--- src/rtl/des_block_scheduler.sv ---
// des_block_scheduler: round-robin job dispatch to NUM_BLOCKS des_block instances and one-entry result collection.
// Define DES_SCHED_ACCUM_EN to add a saturating accumulator (total_clear/total_count) of popped result counts.
`timescale 1ns/1ps
module des_block_scheduler #(
    parameter int NUM_BLOCKS = 4,
    parameter int N          = 32,
    parameter int IDW        = 2,
    localparam int CW        = 64 - N
) (
    input  logic                     clk,
    input  logic                     rst_n,
    input  logic                     job_valid,
    output logic                     job_ready,
    input  logic [63:0]              job_seed,
    input  logic [63:0]              job_polynomial,
    output logic [63:0]              blk_seed,
    output logic [63:0]              blk_polynomial,
    output logic [NUM_BLOCKS-1:0]    blk_start,
    output logic [NUM_BLOCKS-1:0]    blk_restart,
    input  logic [NUM_BLOCKS-1:0]    blk_done,
    input  logic [NUM_BLOCKS*CW-1:0] blk_counter,
    output logic                     result_valid,
    input  logic                     result_ready,
    output logic [CW-1:0]            result_count,
    output logic [IDW-1:0]           result_id,
    output logic [IDW:0]             active_count
`ifdef DES_SCHED_ACCUM_EN
    ,
    input  logic                     total_clear,
    output logic [CW+7:0]            total_count
`endif
);

    // Handshakes: a transfer happens on a rising edge where valid & ready are both high;
    // ready never depends on valid, and an offer may be held for any number of cycles.

    typedef enum logic [1:0] {
        ST_IDLE    = 2'd0,
        ST_BUSY    = 2'd1,
        ST_RELEASE = 2'd2
    } blk_state_e;

    // Per-block FSM state, kept as a named array so checkers can bind to it.
    blk_state_e     state_q [NUM_BLOCKS];
    blk_state_e     state_d [NUM_BLOCKS];

    logic [IDW-1:0] disp_ptr;
    logic [IDW-1:0] coll_ptr;
    logic [IDW-1:0] disp_tgt;
    logic [IDW-1:0] coll_tgt;
    logic           disp_found;
    logic           coll_found;
    logic           accept;
    logic           cap_en;
    logic           pop;
    logic [IDW:0]   active_d;

    function automatic int wrap_add(input logic [IDW-1:0] base, input int k);
        int s;
        s = int'(base) + k;
        if (s >= NUM_BLOCKS) s = s - NUM_BLOCKS;
        return s;
    endfunction

    function automatic logic [IDW-1:0] wrap_inc(input logic [IDW-1:0] v);
        if (int'(v) == NUM_BLOCKS - 1) return '0;
        return v + IDW'(1);
    endfunction

    // Round-robin search: first IDLE block for dispatch, first finished BUSY block for capture.
    always_comb begin
        disp_found = 1'b0;
        disp_tgt   = '0;
        coll_found = 1'b0;
        coll_tgt   = '0;
        for (int k = 0; k < NUM_BLOCKS; k++) begin
            if (!disp_found && state_q[wrap_add(disp_ptr, k)] == ST_IDLE) begin
                disp_found = 1'b1;
                disp_tgt   = IDW'(wrap_add(disp_ptr, k));
            end
            if (!coll_found && state_q[wrap_add(coll_ptr, k)] == ST_BUSY
                && blk_done[wrap_add(coll_ptr, k)]) begin
                coll_found = 1'b1;
                coll_tgt   = IDW'(wrap_add(coll_ptr, k));
            end
        end
    end

    assign job_ready = disp_found;
    assign accept    = job_valid & disp_found;
    assign pop       = result_valid & result_ready;
    assign cap_en    = (!result_valid | result_ready) & coll_found;

    always_comb begin
        active_d = '0;
        for (int i = 0; i < NUM_BLOCKS; i++) begin
            state_d[i] = state_q[i];
            if (state_q[i] == ST_RELEASE) state_d[i] = ST_IDLE;
            if (accept && int'(disp_tgt) == i) state_d[i] = ST_BUSY;
            if (cap_en && int'(coll_tgt) == i) state_d[i] = ST_RELEASE;
            if (state_d[i] != ST_IDLE) active_d = active_d + (IDW+1)'(1);
        end
    end

    // The restart pulse is the RELEASE state itself, so an async reset drops it at once.
    always_comb begin
        blk_restart = '0;
        for (int i = 0; i < NUM_BLOCKS; i++) begin
            blk_restart[i] = (state_q[i] == ST_RELEASE);
        end
    end

    always_ff @(posedge clk or negedge rst_n) begin
        if (!rst_n) begin
            for (int i = 0; i < NUM_BLOCKS; i++) state_q[i] <= ST_IDLE;
            disp_ptr       <= '0;
            coll_ptr       <= '0;
            blk_seed       <= '0;
            blk_polynomial <= '0;
            blk_start      <= '0;
            result_valid   <= 1'b0;
            result_count   <= '0;
            result_id      <= '0;
            active_count   <= '0;
        end else begin
            for (int i = 0; i < NUM_BLOCKS; i++) state_q[i] <= state_d[i];
            active_count <= active_d;
            blk_start    <= accept ? (NUM_BLOCKS'(1) << disp_tgt) : '0;
            if (accept) begin
                blk_seed       <= job_seed;
                blk_polynomial <= job_polynomial;
                disp_ptr       <= wrap_inc(disp_tgt);
            end
            if (cap_en) begin
                result_count <= blk_counter[int'(coll_tgt)*CW +: CW];
                result_id    <= coll_tgt;
                result_valid <= 1'b1;
                coll_ptr     <= wrap_inc(coll_tgt);
            end else if (pop) begin
                result_valid <= 1'b0;
            end
        end
    end

`ifdef DES_SCHED_ACCUM_EN
    localparam int TW = CW + 8;
    logic [TW:0] acc_sum;

    assign acc_sum = {1'b0, total_count} + (TW+1)'(result_count);

    // A clear coinciding with a pop restarts the total from the popped count.
    always_ff @(posedge clk or negedge rst_n) begin
        if (!rst_n) begin
            total_count <= '0;
        end else if (total_clear) begin
            total_count <= pop ? TW'(result_count) : '0;
        end else if (pop) begin
            total_count <= acc_sum[TW] ? '1 : acc_sum[TW-1:0];
        end
    end
`endif

endmodule
--- config.mk ---
export PLATFORM = sky130hd
export DESIGN_NAME = des_block_scheduler
export DESIGN_NICKNAME = d
export VERILOG_FILES = /design/src/rtl/des_block_scheduler.sv
export SDC_FILE = /design/constraint.sdc
export NUM_CORES = 1
export LEC_CHECK = 0
export BUFFER_PORTS_ARGS = -buffer_cell sky130_fd_sc_hd__clkbuf_2
export CAP_MARGIN = 20
export CORE_UTILIZATION = 25
export CTS_CLUSTER_SIZE = 14
export DETAILED_ROUTE_END_ITERATION = 16
export SLEW_MARGIN = 20
export SYNTH_ARGS = -nofsm -noshare
export SYNTH_HDL_FRONTEND = slang
export SYNTH_SLANG_ARGS = --single-unit
--- constraint.sdc ---
create_clock -name clk -period 9.5 [get_ports clk]
set_clock_uncertainty 0.1 [all_clocks]
set_input_delay 0.95 -clock clk [delete_from_list [all_inputs] [get_ports clk]]
set_output_delay 0.95 -clock clk [all_outputs]
set_load 0.01 [all_outputs]
==> results of run 1 <==
-- per-layer routing --
layer | GRT usage | vias up | share of wire
li1 | - | 3043 | -
met1 | 0.167 | 3257 | 0.43
met2 | 0.227 | 223 | 0.50
met3 | 0.0385 | 17 | 0.059
met4 | 0.0433 | 0 | 0.013
met5 | 0 | - | 0
-- area by class of cell --
type / instances / area, µm² / share of cell area
multi-input combinational: 363 / 3530 / 0.307
inverter: 9 / 33.8 / 0.00293
timing repair buffer: 448 / 2290 / 0.198
clock buffer: 20 / 447 / 0.0387
clock inverter: 12 / 123 / 0.0106
tap: 442 / 553 / 0.0480
sequential: 182 / 4550 / 0.395
-- cell usage after synthesis (all sizes together) (4+ instances only) --
library cell	count
a21oi	4
a32oi	32
and2	5
and3	5
buf	24
clkbuf	17
dfrtp	182
ha	11
inv	8
mux2	130
mux2i	36
nand2	20
nand3	33
nand3b	4
nor2	13
o211ai	33
o21ai	9
-- power breakdown --
| part | internal (µW) | leakage (µW) | total (µW) | switching [µW] |
|---|---|---|---|---|
| registers | 1090 | 0.00216 | 1270 | 187 |
| logic | 862 | 0.00337 | 1850 | 989 |
| clock network | 373 | 0.000273 | 687 | 314 |
-- logic make-up (layout without fill, tap and decap cells) --
| logic type | after synthesis | after routing | synth area share |
|---|---|---|---|
| adders and majority gates | 11 | 11 | 0.0165 |
| and+or+nand+nor | 92 | 92 | 0.0573 |
| DFF | 182 | 182 | 0.546 |
| AOI/OAI and AO/OA | 91 | 91 | 0.0856 |
| xor gates and xnor gates | 3 | 3 | 0.00315 |
| muxes | 166 | 166 | 0.258 |
| buffers and inverters | 50 | 489 | 0.0334 |
-- critical path, cell delays in order --
cell,delay [ns]
clkbuf_2,0.10
nand3b_1,0.15
and2_1,0.24
a2bb2oi_1,0.17
o21ai_4,0.12
buf_4,0.68
inv_2,0.55
ha_1,0.37
nand2_1,0.07
and2_1,0.16
ha_1,0.26
xnor2_1,0.25
ha_1,0.27
mux2_2,0.25
-- registers in the layout (all words and copies together), names as in the netlist --
register and flops:
blk_polynomial 64, blk_start 4, active_count 3, result_valid 1
result_count 32, result_id 2, disp_ptr 2, coll_ptr 2
blk_seed 64, state_q 8
-- layout by cell type, fill, tap and decap left out, types with 3 or more instances in the layout --
cell	n
nand2_1	20
xnor2_1	3
clkinv_4	6
mux2i_1	36
clkbuf_16	17
ha_1	11
o21ai_0	7
o211ai_1	33
clkbuf_2	437
mux2_4	88
a21oi_1	4
buf_4	9
nand3_1	33
inv_1	8
nand3b_1	4
mux2_2	42
nor2_1	10
nor2b_1	3
and2_1	4
dfrtp_1	182
a32oi_1	32
-- through the flow --
stage | area, µm² | util | cells
6_report | 11500 | 0.353 | 1476
5_1_grt | 11500 | 0.353 | 1476
4_1_cts | 11500 | 0.352 | 1475
3_5_place_dp | 10900 | 0.335 | 1443
3_3_place_gp | 10900 | 0.335 | 1443
2_1_floorplan | 8340 | - | 595
-- final timing paths --
| kind | from | end | slack, ns |
|---|---|---|---|
| worst max register to register | state_q[2]$_DFF_PN0_ | active_count[1]$_DFF_PN0_ | 5.13 |
| max in group asynchronous | rst_n | result_count[31]$_DFFE_PN0P_ | 7.66 |
| worst min register to register | result_id[0]$_DFFE_PN0P_ | result_id[0]$_DFFE_PN0P_ | 0.39 |
| worst max-delay path | blk_done[2] | active_count[1]$_DFF_PN0_ | 5.10 |
| worst min-delay path | rst_n | blk_seed[42]$_DFFE_PN0P_ | 0.32 |
| min in group clk | result_id[0]$_DFFE_PN0P_ | result_id[0]$_DFFE_PN0P_ | 0.39 |
==> results.cfg, run 1 <==
[cells_and_area]
syn_to_final_growth_pct = 38.2
antenna_cells = 0
fin_nets = 1296
drive_above_1_share = 0.602
fillers = 3292

[run_status]
status = completed

[detailed_routing]
viasPerCell = 4.43
routed_wl_um = 24300
first_iter_violations = 268
vias = 6540
drc_errors = 0
drt-wirelength-per-cell_um = 16.4
drtPass1Iterations = 4
drtAntennaViolNets = 0

[sta]
tns_ns = 0
setup_ws_ns = 5.10
grt_setup_unrepaired = false
maxClockFrequency_mhz = 227
slew_headroom = 0.306
hold_viol_final = 0
setup_viol = 0
final-max-slew-violation-count = 0
finalCritPeriodShare = 0.463
fin_crit_ns = 4.40
hold_ws_ns = 0.319
tightest_slew_ns = 1.04

[synth]
netlist_area_um2 = 8340
synth_nets = 870
synth_largest_area_cell = dfrtp_1
yosys_warnings = 0
seq_area_frac_synth = 0.546
ys_seq_elements = 182
avgSynthCellArea_um2 = 14.0
synthTopCellsByArea = dfrtp_1, mux2_4, mux2_2
synth_cells = 595
synth_top_area_share = 0.546
synth-edff-count = 0
async_flop_share = 1.00
synth_ff_type = dfrtp_1
yosys.cell_types.count = 45

[power]
ir_drop_uv = 265
power_density_nw_per_um2 = 331
leakagePower_uw = 0.00580
power_uw = 3810

[clocking]
cts_inserted_buffers = 17
ctsHoldBuffers = 0
ctsResizeCount = 0
ctsLongestPathBuffers = 2
cts-root-buf = clkbuf_16
post_cts_buffers = 0
clk_latency_ns = 0.44
htreeDepth = 4
clk_pin_slew_worst_paths_ns = 0.07
cts_tree = done
clock_sinks = 182

[floorplan]
start_util = 0.255
io_pins = 439
core-area_um2 = 32700
fp.dieH_um = 185
die_w_um = 185
die_area_um2 = 34100
row_count = 66

[global_route]
grt_pass1_wl_um = 35200
grt_max_degree = 70
grt_overflow_total = 0
grt_pass1_vias = 6229
grt.total_usage = 0.135
antenna_found_initial = 0

[placed_design]
dp_hpwl_um = 18200
gp_congestion = 0.818
post-place-ws_ns = 3.76
io_buffers = 438

[setup_path]
crit_fanout = 67
path_class = primary input to register
end_kind = register
required_ns = 9.72
critPathLaunchType = primary input
crit_arrival_ns = 4.63
rr_worst_depth = 13

[flow_run]
maxCapViolations = 0

[hold_path]
hp-class = primary input to asynchronous set/reset pin
Note: power is estimated with default switching activity, not from simulation.
==> run 2, diff against run 1 <==
Settings changed: ABC_AREA from default to 1.
Clock period 9.5 ns to 3.9 ns, I/O delays scaled along.
==> results.cfg, run 2 <==
[global_route]
grt_max_degree = 133
grt_overflow_total = 0
antenna_found_initial = 1
grt_pass1_wl_um = 42000
grt_pass1_vias = 7981
grt.total_usage = 0.151

[detailed_routing]
viasPerCell = 4.44
routed_wl_um = 26400
drtAntennaViolNets = 0
drtPass1Iterations = 5
drt-wirelength-per-cell_um = 15.2
drc_errors = 0
first_iter_violations = 322
vias = 7704

[placed_design]
gp_congestion = 0.841
dp_hpwl_um = 20100
io_buffers = 438
post-place-cells = 1704
post-place-ws_ns = 0.374

[power]
leakagePower_uw = 0.00697
ir_drop_uv = 270
power_density_nw_per_um2 = 320

[setup_path]
critPathLaunchType = register
slowest_stage = dfrtp_2
end_kind = register
crit_top_cell = nand2_1
rr_worst_depth = 26
required_ns = 4.14
reg2reg_setup_slack_ns = 0.39
crit_arrival_ns = 3.76
path_class = register to register
crit_fanout = 10
cpPeakStageDelay_ns = 0.50
reg2reg_from = disp_ptr[0]$_DFFE_PN0P_
r2r_end = active_count[2]$_DFF_PN0_

[floorplan]
core-area_um2 = 33800
io_pins = 439
die_w_um = 188
fp.dieH_um = 188
start_util = 0.256
die_area_um2 = 35400
row_count = 67

[cells_and_area]
syn_to_final_growth_pct = 36.4
reg.largest.list = blk_polynomial: 64 flops, blk_seed: 64 flops, result_count: 32 flops
seqCellArea_um2 = 4560
antenna_cells = 0
layout_common_cells = clkbuf_2, nand2_1, nand3_1
final_cells = 1737
fin_nets = 1551
fillers = 3505
mostFrequentLayoutCell = clkbuf_2
multi_input_comb_area_um2 = 3640
drive_above_1_share = 0.490

[clocking]
cts_tree = done
cts-root-buf = clkbuf_16
htreeDepth = 4
cts_inserted_buffers = 17
ctsLongestPathBuffers = 2
clk_pin_slew_worst_paths_ns = 0.08
post_cts_buffers = 0
clock_sinks = 182
clk_latency_ns = 0.45

[sta]
setup_ws_ns = 0.388
maxClockFrequency_mhz = 285
hold_ws_ns = 0.0646
tightest_slew_ns = 0.797
finalCritPeriodShare = 0.901
tns_ns = 0
final-max-slew-violation-count = 0
setup_viol = 0
hold_viol_final = 0
slew_headroom = 0.469
fin_crit_ns = 3.51
grt_setup_unrepaired = false

[synth]
seq_area_frac_synth = 0.526
yosys.cell_types.count = 31
synthMuxAreaShare = 0.166
yosysMostFrequentCell = nand2_1
synth-edff-count = 0
synth_adder_area_share = 0.0159
netlist_area_um2 = 8660
avgSynthCellArea_um2 = 10.1
synth-simple-area-share = 0.214
synth_cells = 858
synth_compound_area_frac = 0.0169
synth_top_area_share = 0.526
synth_common_cells = nand2_1, nand3_1, dfrtp_1
synth_ff_type = dfrtp_1
yosys_warnings = 0
synthXorXnorAreaFrac = 0.00390
async_flop_share = 1.00
synthTopCellsByArea = dfrtp_1, mux2_2, nand3_1
synth_top_family_by_area = simple AND/OR/NAND/NOR gates
synth_nets = 1133
ys_seq_elements = 182
synth_largest_area_cell = dfrtp_1

[hold_path]
hp-start = job_polynomial[39]
hp-class = primary input to register
min_to = blk_polynomial[39]$_DFFE_PN0P_
whs_path_depth = 2

[run_status]
status = completed

[flow_run]
maxCapViolations = 0
run 2: metrics by stage:
stage                     power [µW]  utilization  instance area, µm²
after detailed placement        2140        0.332               11200
after floorplan                 1950            -                8660
final                           3780        0.350               11800
after global placement          2130        0.332               11200
after CTS                       3850        0.350               11800
after global routing            3950        0.350               11800
run 2: logic make-up (layout without fill, tap and decap cells):
group	count (synthesis)	count (layout)
compound gates	23	23
xor+xnor	3	3
fa+ha+maj	11	11
buf+inv	96	527
flops	182	182
mux	128	128
simple gates	415	415
run 2: cell type report:
type	instances	share of cell area
Clock buffer	19	0.0384
Clock inverter	13	0.00964
Inverter	45	0.0143
Multi-Input combinational cell	580	0.308
Sequential cell	182	0.386
Tap cell	448	0.0475
Timing Repair Buffer	450	0.196
run 2: how the worst max path moves through the flow:
stage | depth (start not counted) | to | from
2_1_floorplan | 24 | active_count[2]$_DFF_PN0_ | disp_ptr[0]$_DFFE_PN0P_
3_3_place_gp | 24 | active_count[2]$_DFF_PN0_ | disp_ptr[0]$_DFFE_PN0P_
3_5_place_dp | 25 | active_count[2]$_DFF_PN0_ | disp_ptr[0]$_DFFE_PN0P_
4_1_cts | 26 | active_count[2]$_DFF_PN0_ | disp_ptr[0]$_DFFE_PN0P_
5_1_grt | 25 | active_count[2]$_DFF_PN0_ | disp_ptr[0]$_DFFE_PN0P_
6_report | 26 | active_count[2]$_DFF_PN0_ | disp_ptr[0]$_DFFE_PN0P_
run 2: routing by layer:
metal / track usage / share of wire
met5: 0 / 0.00045
met4: 0.0507 / 0.019
met3: 0.0496 / 0.082
met2: 0.254 / 0.49
met1: 0.181 / 0.41
run 2: report_power, final:
part | internal, µW | switching, µW | leakage (µW) | total, µW
logic | 112 | 97.1 | 0.00420 | 209
registers | 1890 | 0 | 0.00248 | 1890
clock network | 872 | 814 | 0.000287 | 1690
total | 2870 | 911 | 0.00697 | 3780
run 2: what timing repair did:
| action | 4_1_cts | 5_1_grt |
|---|---|---|
| hold endpoints to repair | 66 | 0 |
| resized for setup | 0 | 1 |
| endpoints found under the setup margin | 0 | 2 |
| hold buffers | 1 | 0 |
run 2: critical path, delay by kind of cell, from the launching register on:
family	cells	cell delay (ns)
AOI/OAI and AO/OA	2	0.44
xor gates and xnor gates	1	0.20
buffers and inverters	8	0.53
adders and majority gates	3	0.67
DFF	1	0.50
and+or+nand+nor	12	0.98
==> run 3, diff against run 2 <==
Settings changed: GPL_ROUTABILITY_DRIVEN from default to 0, MAX_ROUTING_LAYER from default to met4, SKIP_CTS_REPAIR_TIMING from default to 1.
==> results.cfg, run 3 (synthesis results as in run 2) <==
[setup_path]
end_kind = register
slowest_stage = dfrtp_2
rr_worst_depth = 26
r2r_end = active_count[2]$_DFF_PN0_
required_ns = 4.14
reg2reg_setup_slack_ns = 0.39
crit_buf_inv = 8
crit_fanout = 10
cpPeakStageDelay_ns = 0.50
critPathTopFamily = simple AND/OR/NAND/NOR gates
path_class = register to register
critPathLaunchType = register
crit_top_cell = nand2_1
crit_arrival_ns = 3.75
reg2reg_from = disp_ptr[0]$_DFFE_PN0P_

[power]
switchingPower_uw = 911
p_seq_frac = 0.499
switching_share = 0.241
leakagePower_uw = 0.00697
ir_drop_uv = 271
pwr-share-comb = 0.055
p_int_uw = 2870
power_frac_clock = 0.446
power_density_nw_per_um2 = 320

[flow_run]
maxCapViolations = 0

[floorplan]
row_count = 67
die_w_um = 188
io_pins = 439
core-area_um2 = 33800
die_area_um2 = 35400
fp.dieH_um = 188
start_util = 0.256

[hold_path]
hp-start = job_seed[54]
whs_path_depth = 2
min_to = blk_seed[54]$_DFFE_PN0P_
hp-class = primary input to register

[global_route]
grt_pass1_vias = 7974
antenna_found_initial = 1
grt_pass1_wl_um = 41900
grt.total_usage = 0.156
grt_max_degree = 133
grt_overflow_total = 0

[detailed_routing]
drt-wirelength-per-cell_um = 15.3
viasPerCell = 4.44
vias = 7724
drtPass1Iterations = 5
routed_wl_um = 26500
first_iter_violations = 305
drtAntennaViolNets = 0
drc_errors = 0

[cells_and_area]
reg.largest.list = blk_polynomial: 64 flops, blk_seed: 64 flops, result_count: 32 flops
syn_to_final_growth_pct = 36.4
fin_nets = 1551
drive_above_1_share = 0.490
mostFrequentLayoutCell = clkbuf_2
layout_common_cells = clkbuf_2, nand2_1, nand3_1

[clocking]
cts_inserted_buffers = 17
htreeDepth = 4
clock_sinks = 182
clk_pin_slew_worst_paths_ns = 0.08
cts-root-buf = clkbuf_16
ctsLongestPathBuffers = 2
cts_tree = done
clk_latency_ns = 0.45

[placed_design]
post-place-ws_ns = 0.374
dp_hpwl_um = 20100
io_buffers = 438

[sta]
hold_viol_final = 0
tightest_slew_ns = 0.819
finalCritPeriodShare = 0.899
setup_ws_ns = 0.392
tns_ns = 0
fin_crit_ns = 3.51
maxClockFrequency_mhz = 285
setup_viol = 0
slew_headroom = 0.454
final-max-slew-violation-count = 0
grt_setup_unrepaired = false

[run_status]
status = completed
[run 3: how the worst max path moves through the flow]
stage,to,cells past startpoint,startpoint,slack (ns)
after floorplan,active_count[2]$_DFF_PN0_,24,disp_ptr[0]$_DFFE_PN0P_,0.88
after global placement,active_count[2]$_DFF_PN0_,24,disp_ptr[0]$_DFFE_PN0P_,0.51
after detailed placement,active_count[2]$_DFF_PN0_,25,disp_ptr[0]$_DFFE_PN0P_,0.37
after CTS,active_count[2]$_DFF_PN0_,26,disp_ptr[0]$_DFFE_PN0P_,0.38
after global routing,active_count[2]$_DFF_PN0_,25,disp_ptr[0]$_DFFE_PN0P_,0.06
final,active_count[2]$_DFF_PN0_,26,disp_ptr[0]$_DFFE_PN0P_,0.39
[run 3: power groups by stage]
stage               clock network [µW]  logic [µW]  registers (µW)
detailed placement                   0         213            1920
floorplan                            0        27.9            1920
CTS                               1750         214            1890
global route                      1830         237            1880
global placement                     0         211            1920
finish                            1690         209            1890
[run 3: stage by stage]
stage,util,hold WS [ns],power [µW],cells,instance area (µm²)
final,0.350,0.0607,3780,1738,11800
after global routing,0.350,0.0416,3950,1738,11800
after CTS,0.349,-0.151,3850,1736,11800
after detailed placement,0.332,0.351,2140,1704,11200
after global placement,0.332,0.348,2130,1704,11200
after floorplan,-,-0.00559,1950,858,8660
[run 3: worst register-to-register path: cells and delay by family (launching register included)]
family                   cells  cell delay [ns]
AND/OR/NAND/NOR             12             0.98
adder cells (fa/ha/maj)      3             0.67
buffers and inverters        8             0.53
flip-flops                   1             0.50
AO/OA/AOI/OAI                2             0.44
XOR/XNOR                     1             0.20
[run 3: final cells by class]
class / count / area, µm²
Clock buffer: 19 / 453
Sequential cell: 182 / 4560
Tap cell: 448 / 561
Clock inverter: 13 / 114
Multi-Input combinational cell: 580 / 3640
Timing Repair Buffer: 450 / 2320
Antenna cell: 1 / 2.50
Inverter: 45 / 169
Fill cell: 3504 / 22000
[run 3: metal layers]
metal,GRT usage,vias up,share of wire
met2,0.254,335,0.49
met5,-,-,0
met4,0.0591,0,0.021
met3,0.0376,31,0.067
met1,0.186,3646,0.42
li1,-,3712,-
